### src/rtl/flexbex_ibex_fetch_prefetch.sv
// Instruction prefetch buffer: word fetches into a small FIFO, with 16-bit realignment so each
// delivered instruction starts at the current PC.
module flexbex_ibex_fetch_prefetch #(
  parameter int unsigned DEPTH = 3
) (
  input  logic        clk,
  input  logic        rst,
  input  logic        req_i,
  input  logic        branch_i,
  input  logic [31:0] addr_i,
  input  logic        ready_i,
  output logic        valid_o,
  output logic [31:0] rdata_o,
  output logic [31:0] addr_o,
  output logic        instr_req_o,
  output logic [31:0] instr_addr_o,
  input  logic        instr_gnt_i,
  input  logic        instr_rvalid_i,
  input  logic [31:0] instr_rdata_i,
  output logic        busy_o
);
  localparam int unsigned CntW = $clog2(DEPTH + 1);
  localparam logic [CntW-1:0] DepthC = CntW'(DEPTH);

  typedef enum logic [1:0] {StIdle, StWaitGnt, StWaitRvalid} state_e;
  state_e state_q, state_d;

  logic [31:0]     fifo_q [DEPTH];
  logic [31:0]     fifo_d [DEPTH];
  logic [CntW-1:0] count_q, count_d, count_after, wr_idx;
  logic [31:0]     fetch_addr_q, fetch_addr_d, req_addr_q, req_addr_d, pc_q, pc_d;
  logic            discard_q, discard_d;
  logic            push, pop, issue, compressed, head_unc;
  logic [31:0]     head, next, pc_next;
  logic            unused_addr_bit;

  assign unused_addr_bit = addr_i[0];

  assign head     = fifo_q[0];
  assign next     = fifo_q[1];
  assign head_unc = head[17:16] == 2'b11;

  // An uncompressed instruction at a halfword offset straddles head and next.
  assign valid_o    = (pc_q[1] && head_unc) ? (count_q >= CntW'(2)) : (count_q != '0);
  assign rdata_o    = pc_q[1] ? {next[15:0], head[31:16]} : head;
  assign compressed = rdata_o[1:0] != 2'b11;
  assign pc_next    = pc_q + (compressed ? 32'd2 : 32'd4);
  assign addr_o     = pc_q;

  assign pop  = valid_o & ready_i & ~branch_i & (pc_next[31:2] != pc_q[31:2]);
  assign push = (state_q == StWaitRvalid) & instr_rvalid_i & ~discard_q & ~branch_i;
  assign count_after = count_q - {{(CntW-1){1'b0}}, pop} + {{(CntW-1){1'b0}}, push};
  assign wr_idx      = count_q - {{(CntW-1){1'b0}}, pop};

  always_comb begin
    fifo_d = fifo_q;
    if (pop) begin
      for (int unsigned i = 0; i + 1 < DEPTH; i++) fifo_d[i] = fifo_q[i+1];
    end
    if (push) begin
      for (int unsigned i = 0; i < DEPTH; i++) begin
        if (CntW'(i) == wr_idx) fifo_d[i] = instr_rdata_i;
      end
    end
    count_d = branch_i ? '0 : count_after;
  end

  always_comb begin
    state_d      = state_q;
    instr_req_o  = 1'b0;
    issue        = 1'b0;
    discard_d    = discard_q;
    fetch_addr_d = fetch_addr_q;
    req_addr_d   = req_addr_q;
    unique case (state_q)
      StIdle: begin
        if (req_i && !branch_i && count_q < DepthC) issue = 1'b1;
      end
      StWaitGnt: begin
        instr_req_o = 1'b1;
        if (instr_gnt_i) state_d = StWaitRvalid;
      end
      StWaitRvalid: begin
        if (instr_rvalid_i) begin
          discard_d = 1'b0;
          state_d   = StIdle;
          if (req_i && !branch_i && count_after < DepthC) issue = 1'b1;
        end
      end
      default: state_d = StIdle;
    endcase
    if (issue) begin
      instr_req_o = 1'b1;
      req_addr_d  = fetch_addr_q;
      state_d     = instr_gnt_i ? StWaitRvalid : StWaitGnt;
    end
    // After a redirect during WAIT_GNT, fetch_addr already holds the new target.
    if (instr_req_o && instr_gnt_i && !(state_q == StWaitGnt && discard_q)) begin
      fetch_addr_d = fetch_addr_q + 32'd4;
    end
    if (branch_i) begin
      fetch_addr_d = {addr_i[31:2], 2'b00};
      discard_d    = state_d != StIdle;
    end
  end

  assign instr_addr_o = (state_q == StWaitGnt) ? req_addr_q : fetch_addr_q;
  assign busy_o       = (state_q != StIdle) | instr_req_o;

  always_comb begin
    pc_d = pc_q;
    if (branch_i)                pc_d = {addr_i[31:1], 1'b0};
    else if (valid_o && ready_i) pc_d = pc_next;
  end

  always_ff @(posedge clk or posedge rst) begin
    if (rst) begin
      state_q      <= StIdle;
      count_q      <= '0;
      fetch_addr_q <= '0;
      req_addr_q   <= '0;
      pc_q         <= '0;
      discard_q    <= 1'b0;
      for (int unsigned i = 0; i < DEPTH; i++) fifo_q[i] <= '0;
    end else begin
      state_q      <= state_d;
      count_q      <= count_d;
      fetch_addr_q <= fetch_addr_d;
      req_addr_q   <= req_addr_d;
      pc_q         <= pc_d;
      discard_q    <= discard_d;
      fifo_q       <= fifo_d;
    end
  end
endmodule

### config.mk
export PLATFORM = sky130hd
export DESIGN_NAME = flexbex_ibex_fetch_prefetch
export DESIGN_NICKNAME = d
export VERILOG_FILES = /design/src/rtl/flexbex_ibex_fetch_prefetch.sv
export SDC_FILE = /design/constraint.sdc
export NUM_CORES = 1
export LEC_CHECK = 0
export ABC_AREA = 1
export BUFFER_PORTS_ARGS = -buffer_cell sky130_fd_sc_hd__buf_2
export CORE_AREA = 2 2 137 139
export CTS_CLUSTER_DIAMETER = 80
export CTS_CLUSTER_SIZE = 12
export DETAILED_ROUTE_END_ITERATION = 8
export DIE_AREA = 0 0 139 141
export PLACE_DENSITY = 0.87
export SLEW_MARGIN = 20
export SYNTH_ARGS = -nofsm -noshare
export SYNTH_HDL_FRONTEND = slang
export SYNTH_SLANG_ARGS = --single-unit
### constraint.sdc
create_clock -name clk -period 17.6 [get_ports clk]
set_clock_uncertainty 0.05 [all_clocks]
set_input_delay 0.88 -clock clk [delete_from_list [all_inputs] [get_ports clk]]
set_output_delay 0.88 -clock clk [all_outputs]
set_load 0.05 [all_outputs]
# == Yosys cells after proc, flatten, opt, wreduce, memory -nomap -nowiden ==
# Index checks and enable logic that the tools add are counted.
# op_classes
add_sub_neg,4
magnitude_cmp,3
eq_ne,7
mux,28
n_bitwise,9
n_reduce_logical,21
# ops
op,n
32-bit two-way mux,9
96-bit two-way mux,1
64-bit two-way mux,1
32-bit by 3-bit adder with 32-bit output,1
"32-bit by 3-bit adder with 32-bit output, second input constant",1
30-bit != test,1
2-bit nonzero test,7
2-bit two-way mux,5
1-bit two-way mux,9
1-bit logical AND,8
1-bit bitwise AND,6
2-bit case mux with 3 select lines,1
"2-bit == test, second input constant",2
2-bit zero test,2
"2-bit less-than comparator, second input constant",2
2-bit AND reduction,2
3-bit two-way mux,1
2-bit by 1-bit adder with 2-bit output,1
"1-bit by 2-bit == test with 1-bit output, first input constant",1
"2-bit by 1-bit == test with 1-bit output, second input constant",1
"2-bit == test, first input constant",1
"2-bit >= comparator, second input constant",1
1-bit zero test,2
"2-bit != test, second input constant",1
4 further kinds,5
# word_totals
register_bits,197
output_inout_bits,99
elab_cells,81

# == Longest topological paths before layout ==
# Gate-level depths: netlist of the first run.
# depth
depth_word,18
mapped_depth,23

# == Worst setup path before layout of the first run ==
# No wires, ideal clock.
# synth_path
path_kind,register to output
from,"register pc_q[1], in the netlist addr_o[1]"
to,output port busy_o
arrival_time_ns,5.131
slack_ns,11.539
path_stages_with_launch,19
path_cell_list,dfrtp_1 buf_6 inv_1 o21ai_0 nand2_1 ha_1 inv_1 fa_1 o21ai_0 a21oi_1 a21oi_2 buf_2 ha_1 xor2_1 nand3_1 nand2_1 nand3_2 inv_1 nand2_1
# synth_via
elab_chain_len,15
word_cells_on_any_way,19
# synth_lines
item,line,source
from (decl),31,"logic [31:0] fetch_addr_q, fetch_addr_d, req_addr_q, req_addr_d, pc_q, pc_d;"
from (signal assigned),130,pc_q <= pc_d;
32-bit two-way mux,45,"assign rdata_o = pc_q[1] ? {next[15:0], head[31:16]} : head;"
via rdata_o[1],13,"output logic [31:0] rdata_o,"
2-bit != test,46,assign compressed = rdata_o[1:0] != 2'b11;
3-bit two-way mux,47,assign pc_next = pc_q + (compressed ? 32'd2 : 32'd4);
32-bit by 3-bit adder with 32-bit output,47,
30-bit != test,50,assign pop = valid_o & ready_i & ~branch_i & (pc_next[31:2] != pc_q[31:2]);
1-bit bitwise AND,50,
2-bit by 1-bit subtractor with 2-bit output,52,"assign count_after = count_q - {{(CntW-1){1'b0}}, pop} + {{(CntW-1){1'b0}}, push};"
2-bit by 1-bit adder with 2-bit output,52,
2-bit less-than comparator,87,if (req_i && !branch_i && count_after < DepthC) issue = 1'b1;
1-bit logical AND,87,
1-bit two-way mux,87,
1-bit two-way mux,84,if (instr_rvalid_i) begin
1-bit case mux with 2 select lines,75,unique case (state_q)
1-bit two-way mux,92,if (issue) begin
via instr_req_o,15,"output logic instr_req_o,"
1-bit OR,108,assign busy_o = (state_q != StIdle) | instr_req_o;
to (decl),20,output logic busy_o
# The timed path passes the listed nets, and every way through them passes these cells.

# == Worst setup path in the final report of the first run ==
# layout_path
from,"register pc_q[1], in the netlist addr_o[1]"
to,output port busy_o
# layout_via
elab_chain_len,15
word_cells_on_any_way,19
# layout_lines
item,line
32-bit two-way mux,45
2-bit != test,46
3-bit two-way mux,47
32-bit by 3-bit adder with 32-bit output,47
30-bit != test,50
1-bit bitwise AND *,50
2-bit by 1-bit subtractor with 2-bit output *,52
2-bit by 1-bit adder with 2-bit output *,52
2-bit less-than comparator *,87
1-bit logical AND *,87
1-bit two-way mux *,87
1-bit two-way mux *,84
1-bit case mux with 2 select lines *,75
1-bit two-way mux *,92
1-bit OR *,108
# Mark *: on every way between the ends. The rest lies on a longest branch, timed or not.

==> metrics.md, run 1 <==
| Metric | Value |
|---|---|
| Vias in the first global route | `9705` |
| Worst vdd ir | `0.0872 mV` |
| Initial antenna violation count | `4` |
| Iter 0 DRT Violations | `1318` |
| DP Wirelength | `20800 µm` |
| Synthesized area | `11100 µm²` |
| Clock Root Buffer | `clkbuf_16` |
| Post-Route WL | `30800 µm` |
| Max clock buf depth | `2` |
| Pleak | `6.92 nW` |
| Final Slew Violations | `0` |
| CTS HTree Levels | `4` |
| Final Cycle Share | `35.7%` |
| Core area | `18300 µm²` |
| Non-Filler Instances | `1931` |
| Top FF cell, synth | `dfrtp_1` |
| Synth top area cells | `dfrtp_1 (43%), nand2_1 (20%), nand3_1 (6.7%)` |
| Ratio of cells with drive above 1 in the final layout | `15.7%` |
| Starting Density | `60.7%` |
| Yosys warns | `0` |
| Utilization after layout | `68.8%` |
| Fillers | `1543` |
| Critical Path AT | `5350 ps` |
| Clk_lat worst skew | `450 ps` |
| Crit path required time | `16670 ps` |
| Number of CTS-inserted buffers | `17` |
| ANT nets after route | `0` |
| Unrepaired setup endpoints after global routing | `false` |
| Total GRT Usage | `30.9%` |
| Relative max-transition margin | `33.8%` |
| Area leader, netlist | `dfrtp_1` |
| Ports | `170` |
| Number of synthesized flops with an enable pin | `0` |
| Top cells by count, synth | `nand2_1 (586), dfrtp_1 (192), inv_1 (169), nand3_1 (148), o21ai_0 (90)` |
| Setup TNS | `0 ps` |
| Routability Congestion | `0.968` |
| Synthesis-stage register bit count | `192` |
| I/O Buffers | `165` |
| Max cap viols | `0` |
| Die ar. | `19600 µm²` |
| Via count | `10933` |
| DP Cell Count | `1894` |
| Post-synthesis area per instance | `7.10 µm²` |
| Worst Tran Pin Value | `992 ps` |
| Status | `finished clean` |
| Post-cts sizing count | `0` |
| Post-synthesis sequential area ratio | `43.3%` |
| First-pass GRT wire length | `48900 µm` |
| Post-synth cell types | `38` |
| R2R Path Start | `addr_o[1]$_DFFE_PP0N_` |
| Clk sinks | `192` |
| Top-area cell type share of the netlist area | `43.3%` |
| Congestion Overflow GR | `0` |
| FP Rows | `50` |
| Layout area overhead | `13.3%` |
| Finish-stage setup viols | `0` |
| Setup Fix Bufs, Post-CTS | `0` |
| Setup CP Type | `reg2out` |
| Largest net degree at the start of global routing | `114` |
| Class of the worst hold path | `reg2reg` |
| Clock-pin slew on the worst setup and hold paths | `80 ps` |
| Drt first pass iters | `6` |
| Hold path start | `fifo_q[31]$_DFFE_PP0P_` |
| # hold bufs at CTS | `0` |
| Drt wl/cell | `16.0 µm` |
| Die Height | `141 µm` |
| Ys async rst share | `100%` |
| Count leader, synth | `nand2_1` |
| Drc violations | `0` |
| Tmin final | `6280 ps` |
| Crit-path max FO | `65` |
| DR vias/cell | `5.66` |
| Mapped Cells | `1562` |
| Cell Pwr Density | `136 nW/µm²` |
| Fmax | `159 MHz` |
| Crit path capture type | `primary output` |
| Startpoint types | `flip-flop` |
| CTS tree | `done` |
| Setup crit start | `addr_o[1]$_DFFE_PP0N_` |
| Hold Vio Cnt, Final | `0` |
| Final nets | `1756` |
| Die W | `139 µm` |
-- cells by family after synthesis --
group,synth area share (%)
buffers and inverters,9.58
flip-flops,43.3
multiplexers,3.25
XOR/XNOR,1.11
AO/OA/AOI/OAI,9.12
adder cells (fa/ha/maj),0.632
AND/OR/NAND/NOR,32.9
other,0.0338
-- final cells by class --
type | count | area (µm²) | share of cell area, %
multi-input cells | 1121 | 5240 | 41.7
flip-flops and latches | 192 | 4800 | 38.3
repair buffers | 174 | 913 | 7.27
inverters | 174 | 663 | 5.28
clock buffers | 17 | 425 | 3.39
well taps | 234 | 293 | 2.33
clock inverters | 15 | 216 | 1.72
diodes | 4 | 10.0 | 0.0797
-- state kept, by name, indices dropped and copies added, names as in the netlist, 2 cells and up --
name	flops
addr_o	31
count_q	2
fetch_addr_q	30
fifo_q	32
head	32
next	32
req_addr_q	30
state_q	2
-- power breakdown --
group          internal, mW  leakage (nW)  switching, mW
sequential            0.544          2.47         0.0983
combinational         0.174          4.14          0.480
clock                 0.200         0.309          0.212
total                 0.917          6.92          0.790
-- per-stage QoR --
stage	hold slack [ps]	instance area, µm²	setup WS [ps]	power, mW
finish	459	12600	11320	1.71
global route	470	12600	10970	1.80
CTS	462	12500	11410	1.70
detailed placement	443	11900	11710	1.29
global placement	437	11900	11790	1.26
floorplan	430	11100	11440	1.13
-- critical path: stages (launching register included) --
cell and delay, ps:
dfrtp_1 390, inv_1 720, o21ai_0 370, nand2_1 290, ha_1 220, inv_1 60, fa_1 470, o21ai_0 170
a21oi_1 100, a21oi_4 160, buf_4 570, ha_1 380, inv_1 100, nand4_1 170, nand3_1 130, nand2_1 90
nand3_2 110, inv_1 70, nand2_1 50, buf_2 270
-- layout by cell type, fill, tap and decap left out, types with 6 or more instances in the layout --
cell,n
mux2_2,32
o21ai_1,70
clkinv_8,6
buf_2,165
xor2_1,12
inv_1,167
buf_4,8
o21ai_0,90
nand4_1,12
nand2_1,586
nor2_1,82
a21oi_1,9
nand3b_1,11
o211ai_1,8
nand3_1,148
nor3_1,16
dfrtp_1,192
clkbuf_16,17
-- layer usage --
metal / GRT usage [%] / routed length (µm) / part of all wire [%]
met5: 0 / 0 / 0
met4: 12.0 / 1070 / 3.5
met1: 43.9 / 13000 / 42
met2: 47.5 / 14000 / 45
met3: 5.74 / 2700 / 8.8
-- final timing paths --
path | end | slack [ps] | cells after the start
max | busy_o | 11320 | 19
min | fifo_q[31]$_DFFE_PP0P_ | 460 | 1
max reg2reg | fetch_addr_q[21]$_DFFE_PP0P_ | 11440 | 20
min reg2reg | fifo_q[31]$_DFFE_PP0P_ | 460 | 1
max in group asynchronous | fifo_q[27]$_DFFE_PP0P_ | 15780 | 4
min in group asynchronous | next[5]$_DFF_PP0_ | 500 | 2
Power figures use the tool's default switching activity.
==> run 2, diff against run 1 <==
--- a/config.mk
+++ b/config.mk
@@ -7,12 +7,12 @@
 export LEC_CHECK = 0
 export ABC_AREA = 1
 export BUFFER_PORTS_ARGS = -buffer_cell sky130_fd_sc_hd__buf_2
-export CORE_AREA = 2 2 137 139
+export CORE_AREA = 2 2 150 152
 export CTS_CLUSTER_DIAMETER = 80
 export CTS_CLUSTER_SIZE = 12
 export DETAILED_ROUTE_END_ITERATION = 8
-export DIE_AREA = 0 0 139 141
-export PLACE_DENSITY = 0.87
+export DIE_AREA = 0 0 152 154
+export PLACE_DENSITY = 0.78
 export SLEW_MARGIN = 20
 export SYNTH_ARGS = -nofsm -noshare
 export SYNTH_HDL_FRONTEND = slang
==> constraint.sdc (replaced) <==
create_clock -name clk -period 5.4 [get_ports clk]
set_clock_uncertainty 0.05 [all_clocks]
set_input_delay 0.27 -clock clk [delete_from_list [all_inputs] [get_ports clk]]
set_output_delay 0.27 -clock clk [all_outputs]
set_load 0.05 [all_outputs]
==> run 2 against run 1 <==
  * First-iteration DRC count down 32%
  * Non-clock buffer count grew 11
  * Largest cell class unchanged
  * Flip-flop and latch count unchanged
  * Final area is 1.3% higher
==> metrics.md, run 2 (same netlist as run 1, synthesis figures left out) <==
| Metric | Value |
|---|---|
| Iter 0 DRT Violations | `900` |
| Crit-path max FO | `31` |
| Largest net degree at the start of global routing | `193` |
| Post-cts sizing count | `0` |
| CP Buf/Inv Count | `4` |
| Hold Vio Cnt, Final | `0` |
| Post-Route WL | `30800 µm` |
| I/O Buffers | `165` |
| Slowest library cell on the worst path | `nand2_2` |
| Sw Pwr | `2.54 mW` |
| Gate power share | `38.3%` |
| Drc violations | `0` |
| Number of CTS-inserted buffers | `17` |
| ANT nets after route | `0` |
| Cell Pwr Density | `434 nW/µm²` |
| Max clock buf depth | `2` |
| PnR worst setup slack | `588 ps` |
| Vias in the first global route | `9527` |
| Starting Density | `51.1%` |
| Critical Path AT | `5140 ps` |
| DP Wirelength | `21300 µm` |
| DP Cell Count | `1942` |
| Total GRT Usage | `26.1%` |
| Startpoint types | `flip-flop` |
| Unrepaired setup endpoints after global routing | `false` |
| Pleak | `6.96 nW` |
| Non-Filler Instances | `1987` |
| Final Slew Violations | `0` |
| Core area | `21700 µm²` |
| Class of the worst hold path | `in2reg` |
| Finish-stage setup viols | `0` |
| Most frequent cells in the layout | `nand2_1 (586), dfrtp_1 (192), inv_1 (167), buf_2 (165), nand3_1 (148)` |
| Clock Root Buffer | `clkbuf_16` |
| Fillers | `1965` |
| Die Height | `154 µm` |
| Final nets | `1767` |
| Ratio of cells with drive above 1 in the final layout | `15.7%` |
| Max cap viols | `0` |
| Clk_lat worst skew | `440 ps` |
| Routability Congestion | `0.967` |
| Relative max-transition margin | `39.7%` |
| FP Rows | `54` |
| Internal | `2.99 mW` |
| Reg power frac | `37.9%` |
| Cell family with most CP delay | `simple AND/OR/NAND/NOR gates` |
| Clock power share | `23.8%` |
| Setup CP Type | `reg2reg` |
| Drt wl/cell | `15.5 µm` |
| Crit path cell chain | `inv_1 -> buf_4 -> o21ai_1 -> nand2_1 -> ha_1 -> inv_1 -> fa_1 -> o21ai_0 -> a21oi_1 -> a21oi_4 -> ha_1 -> inv_1 -> nand4_1 -> nand3_1 -> nand2_1 -> nand3_2 -> nand3_2 -> nand2_2 -> nand2_1 -> nand2_1` |
| Via count | `10616` |
| Drt first pass iters | `5` |
| Crit path largest cell delay | `720 ps` |
| Worst vdd ir | `0.247 mV` |
| Crit path capture type | `flip-flop` |
| Most common cell after layout, fill and taps aside | `nand2_1` |
| CTS HTree Levels | `4` |
| Switching Share | `45.9%` |
| Ports | `170` |
| Most frequent CP cell | `nand2_1` |
| CTS tree | `done` |
| Status | `finished clean` |
| Die ar. | `23400 µm²` |
| Setup WS pre-CTS | `685 ps` |
| Final Cycle Share | `89.1%` |
| Congestion Overflow GR | `0` |
| Worst Tran Pin Value | `904 ps` |
| Die W | `152 µm` |
| Clk sinks | `192` |
| Crit path required time | `5730 ps` |
| Clock-pin slew on the worst setup and hold paths | `80 ps` |
| Initial antenna violation count | `3` |
| Tmin final | `4810 ps` |
| Fmax | `208 MHz` |
| DR vias/cell | `5.34` |
| First-pass GRT wire length | `49500 µm` |
| Setup TNS | `0 ps` |
| Layout area overhead | `14.7%` |
[run 2: cell count changes in the layout (fill, tap and decap cells not counted), moves of 2 or more]
cell	delta
o21ai_0	-2
dlygate4sd3_1	+9
inv_12	-2
clkinv_4	+2
o21ai_1	+2
inv_8	-2
[run 2: worst paths after layout]
kind | start | end | slack [ps] | cells after the start
min in group asynchronous | rst | req_addr_q[4]$_DFFE_PP0P_ | 390 | 4
hold / removal | instr_rdata_i[5] | next[5]$_DFF_PP0_ | 10 | 3
setup / recovery | addr_o[1]$_DFFE_PP0N_ | fetch_addr_q[12]$_DFFE_PP0P_ | 590 | 20
hold reg to reg | fifo_q[28]$_DFFE_PP0P_ | fifo_q[28]$_DFFE_PP0P_ | 460 | 1
max in group asynchronous | rst | fifo_q[30]$_DFFE_PP0P_ | 3890 | 5
setup reg to reg | addr_o[1]$_DFFE_PP0N_ | fetch_addr_q[12]$_DFFE_PP0P_ | 590 | 20
[run 2: power by group through the flow]
stage	Clock, mW	Combinational (mW)	Sequential, mW
finish	1.32	2.11	2.09
floorplan	0	1.58	2.10
CTS	1.34	2.11	2.08
global placement	0	2.05	2.10
global route	1.40	2.32	2.13
detailed placement	0	2.09	2.11
[run 2: routing by layer]
layer	up-vias	share of wire (%)	routed length, µm	GRT usage, %
met5	-	0	0	0
met4	0	2.7	839	9.84
met3	56	7.0	2160	4.48
met2	406	47	14500	41.6
met1	4939	43	13300	35.8
li1	5215	-	-	-
[run 2: what timing repair did]
| action | 4_1_cts | 5_1_grt |
|---|---|---|
| hold endpoints to repair | 10 | 50 |
| hold buffers | 8 | 1 |
| buffers inserted | 0 | 0 |
| endpoints found under the setup margin | 0 | 0 |
[run 2: area by class of cell]
cell class | instances | area, µm² | share of cell area [%]
inverter | 174 | 659 | 5.18
timing repair buffer | 185 | 1030 | 8.11
antenna | 3 | 7.51 | 0.0590
multi-input combinational | 1121 | 5240 | 41.2
clock inverter | 15 | 206 | 1.62
tap | 280 | 350 | 2.75
sequential | 192 | 4800 | 37.8
clock buffer | 17 | 425 | 3.34
[run 2: tightest hold or removal path, cell delays in order]
cell and delay [ps]:
buf_2 100, o21ai_1 60, inv_1 40
[run 2: stage by stage]
stage                     utilization (%)  hold WS (ps)  power, mW  area (µm²)
after floorplan                         -           286       3.68       11100
after global placement               55.1           421       4.15       12000
after detailed placement             55.1           423       4.20       12000
after CTS                            58.4          1.25       5.54       12700
after global routing                 58.6          12.4       5.85       12700
final                                58.6          9.91       5.52       12700
==> run 3, diff against run 2 <==
--- a/config.mk
+++ b/config.mk
@@ -7,12 +7,14 @@
 export LEC_CHECK = 0
 export ABC_AREA = 1
 export BUFFER_PORTS_ARGS = -buffer_cell sky130_fd_sc_hd__buf_2
-export CORE_AREA = 2 2 150 152
+export CELL_PAD_IN_SITES_DETAIL_PLACEMENT = 0
+export CELL_PAD_IN_SITES_GLOBAL_PLACEMENT = 1
+export CORE_AREA = 2 2 177 179
 export CTS_CLUSTER_DIAMETER = 80
 export CTS_CLUSTER_SIZE = 12
 export DETAILED_ROUTE_END_ITERATION = 8
-export DIE_AREA = 0 0 152 154
-export PLACE_DENSITY = 0.78
+export DIE_AREA = 0 0 179 181
+export PLACE_DENSITY = 0.77
 export SLEW_MARGIN = 20
 export SYNTH_ARGS = -nofsm -noshare
 export SYNTH_HDL_FRONTEND = slang
==> run 3 against run 2 <==
  * Non-clock buffer count grew 9
  * Global-route usage fell by 4.9 points
  * Clock-buffer cell count unchanged
  * Utilization shrank 16 points
  * Clock power barely moved
  * Die area up 38%
==> metrics.md, run 3 (same netlist as run 1, synthesis figures left out) <==
| Metric | Value |
|---|---|
| Status | `finished clean` |
| Utilization after layout | `42.6%` |
| Number of CTS-inserted buffers | `17` |
| Tmin final | `4480 ps` |
| Crit path capture type | `flip-flop` |
| Total GRT Usage | `21.2%` |
| Fmax | `223 MHz` |
| Clock-pin slew on the worst setup and hold paths | `80 ps` |
| CTS HTree Levels | `4` |
| I/O Buffers | `165` |
| First-pass GRT wire length | `53400 µm` |
| Ratio of cells with drive above 1 in the final layout | `15.6%` |
| Fin Hold WS | `22.5 ps` |
| Drt wl/cell | `16.1 µm` |
| Largest net degree at the start of global routing | `88` |
| Post-Route WL | `33900 µm` |
| Fillers | `3196` |
| Die W | `179 µm` |
| Non-Filler Instances | `2109` |
| Setup CP Type | `reg2reg` |
| Clock Root Buffer | `clkbuf_16` |
| Placement Cell Area | `12100 µm²` |
| Post-cts sizing count | `0` |
| Final Slew Violations | `0` |
| Setup TNS | `0 ps` |
| Starting Density | `36.5%` |
| Most frequent cells in the layout | `nand2_1 (584), dfrtp_1 (192), inv_1 (167), buf_2 (165), nand3_1 (148)` |
| Die ar. | `32400 µm²` |
| Routability Congestion | `0.883` |
| Cell family with most CP delay | `simple AND/OR/NAND/NOR gates` |
| Slowest library cell on the worst path | `fa_1` |
| Most frequent CP cell | `nand2_1` |
| Crit path largest cell delay | `520 ps` |
| Ports | `170` |
| Crit-path max FO | `31` |
| Max cap viols | `0` |
| Via count | `10340` |
| ANT cells | `0` |
| DR vias/cell | `4.90` |
| Post-Layout Inst Area | `12900 µm²` |
| Die Height | `181 µm` |
| CTS tree | `done` |
| Relative max-transition margin | `32.9%` |
| Cell Pwr Density | `428 nW/µm²` |
| Clk sinks | `192` |
| Iter 0 DRT Violations | `772` |
| Unrepaired setup endpoints after global routing | `false` |
| Final Cycle Share | `83.0%` |
| Most common cell after layout, fill and taps aside | `nand2_1` |
| Pleak | `6.98 nW` |
| CP Buf/Inv Count | `3` |
| Max clock buf depth | `2` |
| Clk_lat worst skew | `450 ps` |
| Final nets | `1776` |
| Worst Tran Pin Value | `1000 ps` |
| ANT nets after route | `0` |
| Critical Path AT | `4750 ps` |
| Startpoint types | `flip-flop` |
| Core area | `30300 µm²` |
| DP Cell Count | `2057` |
| Hold Vio Cnt, Final | `0` |
| DP Wirelength | `23800 µm` |
| Drc violations | `0` |
| Congestion Overflow GR | `0` |
| Class of the worst hold path | `in2reg` |
| FP Rows | `64` |
| Vias in the first global route | `9733` |
| Crit path required time | `5670 ps` |
| Setup Fix Bufs, Post-CTS | `0` |
| Crit path cell chain | `inv_1 -> o21ai_1 -> nand2_1 -> ha_1 -> inv_1 -> fa_1 -> o21ai_0 -> a21oi_1 -> a21oi_4 -> ha_1 -> xor2_1 -> nand3_1 -> nand2_1 -> nand3_2 -> nand3_2 -> buf_4 -> nand2_2 -> nand2_1 -> nand2_1` |
| Finish-stage setup viols | `0` |
| Layout area overhead | `16.7%` |
| Worst vdd ir | `0.227 mV` |
| Initial antenna violation count | `0` |
| Drt first pass iters | `5` |
==> run 3: changes by cell type in the layout (fill, tap and decap cells not counted), sizes merged <==
cell	before	now
clkinv	11	10
diode	3	0
inv	177	176
clkinvlp	1	3
dlygate4sd3	9	20
buf	176	174
==> run 3: where the power goes <==
group / internal (mW) / total [mW] / switching (mW)
combinational: 0.576 / 2.12 / 1.54
sequential: 1.77 / 2.09 / 0.319
clock: 0.640 / 1.33 / 0.687
==> run 3: final cells by class <==
class                      count  area [µm²]  area share (%)
inverter                     174         659            5.10
tap                          396         495            3.83
sequential                   192        4800            37.1
multi-input combinational   1121        5240            40.5
timing repair buffer         194        1110            8.55
clock buffer                  17         425            3.29
clock inverter                15         206            1.60
==> run 3: worst min-delay path, cell delays in order <==
cell,delay (ps)
buf_2,100
o21ai_1,70
inv_1,50
==> run 3: path summary, 6_finish.rpt <==
kind,endpoint,slack [ps],startpoint,cells past startpoint
setup / recovery,fetch_addr_q[17]$_DFFE_PP0P_,920,addr_o[1]$_DFFE_PP0N_,19
hold / removal,next[30]$_DFF_PP0_,20,instr_rdata_i[30],3
setup reg to reg,fetch_addr_q[17]$_DFFE_PP0P_,920,addr_o[1]$_DFFE_PP0N_,19
hold reg to reg,fifo_q[25]$_DFFE_PP0P_,460,fifo_q[25]$_DFFE_PP0P_,1
max in group asynchronous,next[9]$_DFF_PP0_,3440,rst,4
min in group asynchronous,fifo_q[21]$_DFFE_PP0P_,500,rst,3
==> run 3: timing repair <==
item,CTS,global route
setup endpoints to repair,0,0
hold buffers,20,0
endpoints found under the hold margin,66,0
==> run 3: per-stage QoR <==
step,setup slack (ps),total power [mW]
global placement,934,4.20
floorplan,421,3.68
detailed placement,919,4.23
finish,919,5.54
CTS,875,5.60
global route,472,5.91
==> run 3: layer usage <==
| layer | track usage, % | part of all wire, % | up-vias |
|---|---|---|---|
| met1 | 29.0 | 46 | 4802 |
| li1 | - | - | 5226 |
| met4 | 7.90 | 3.2 | 0 |
| met5 | 0 | 0 | - |
| met2 | 33.6 | 46 | 264 |
| met3 | 3.45 | 4.6 | 48 |
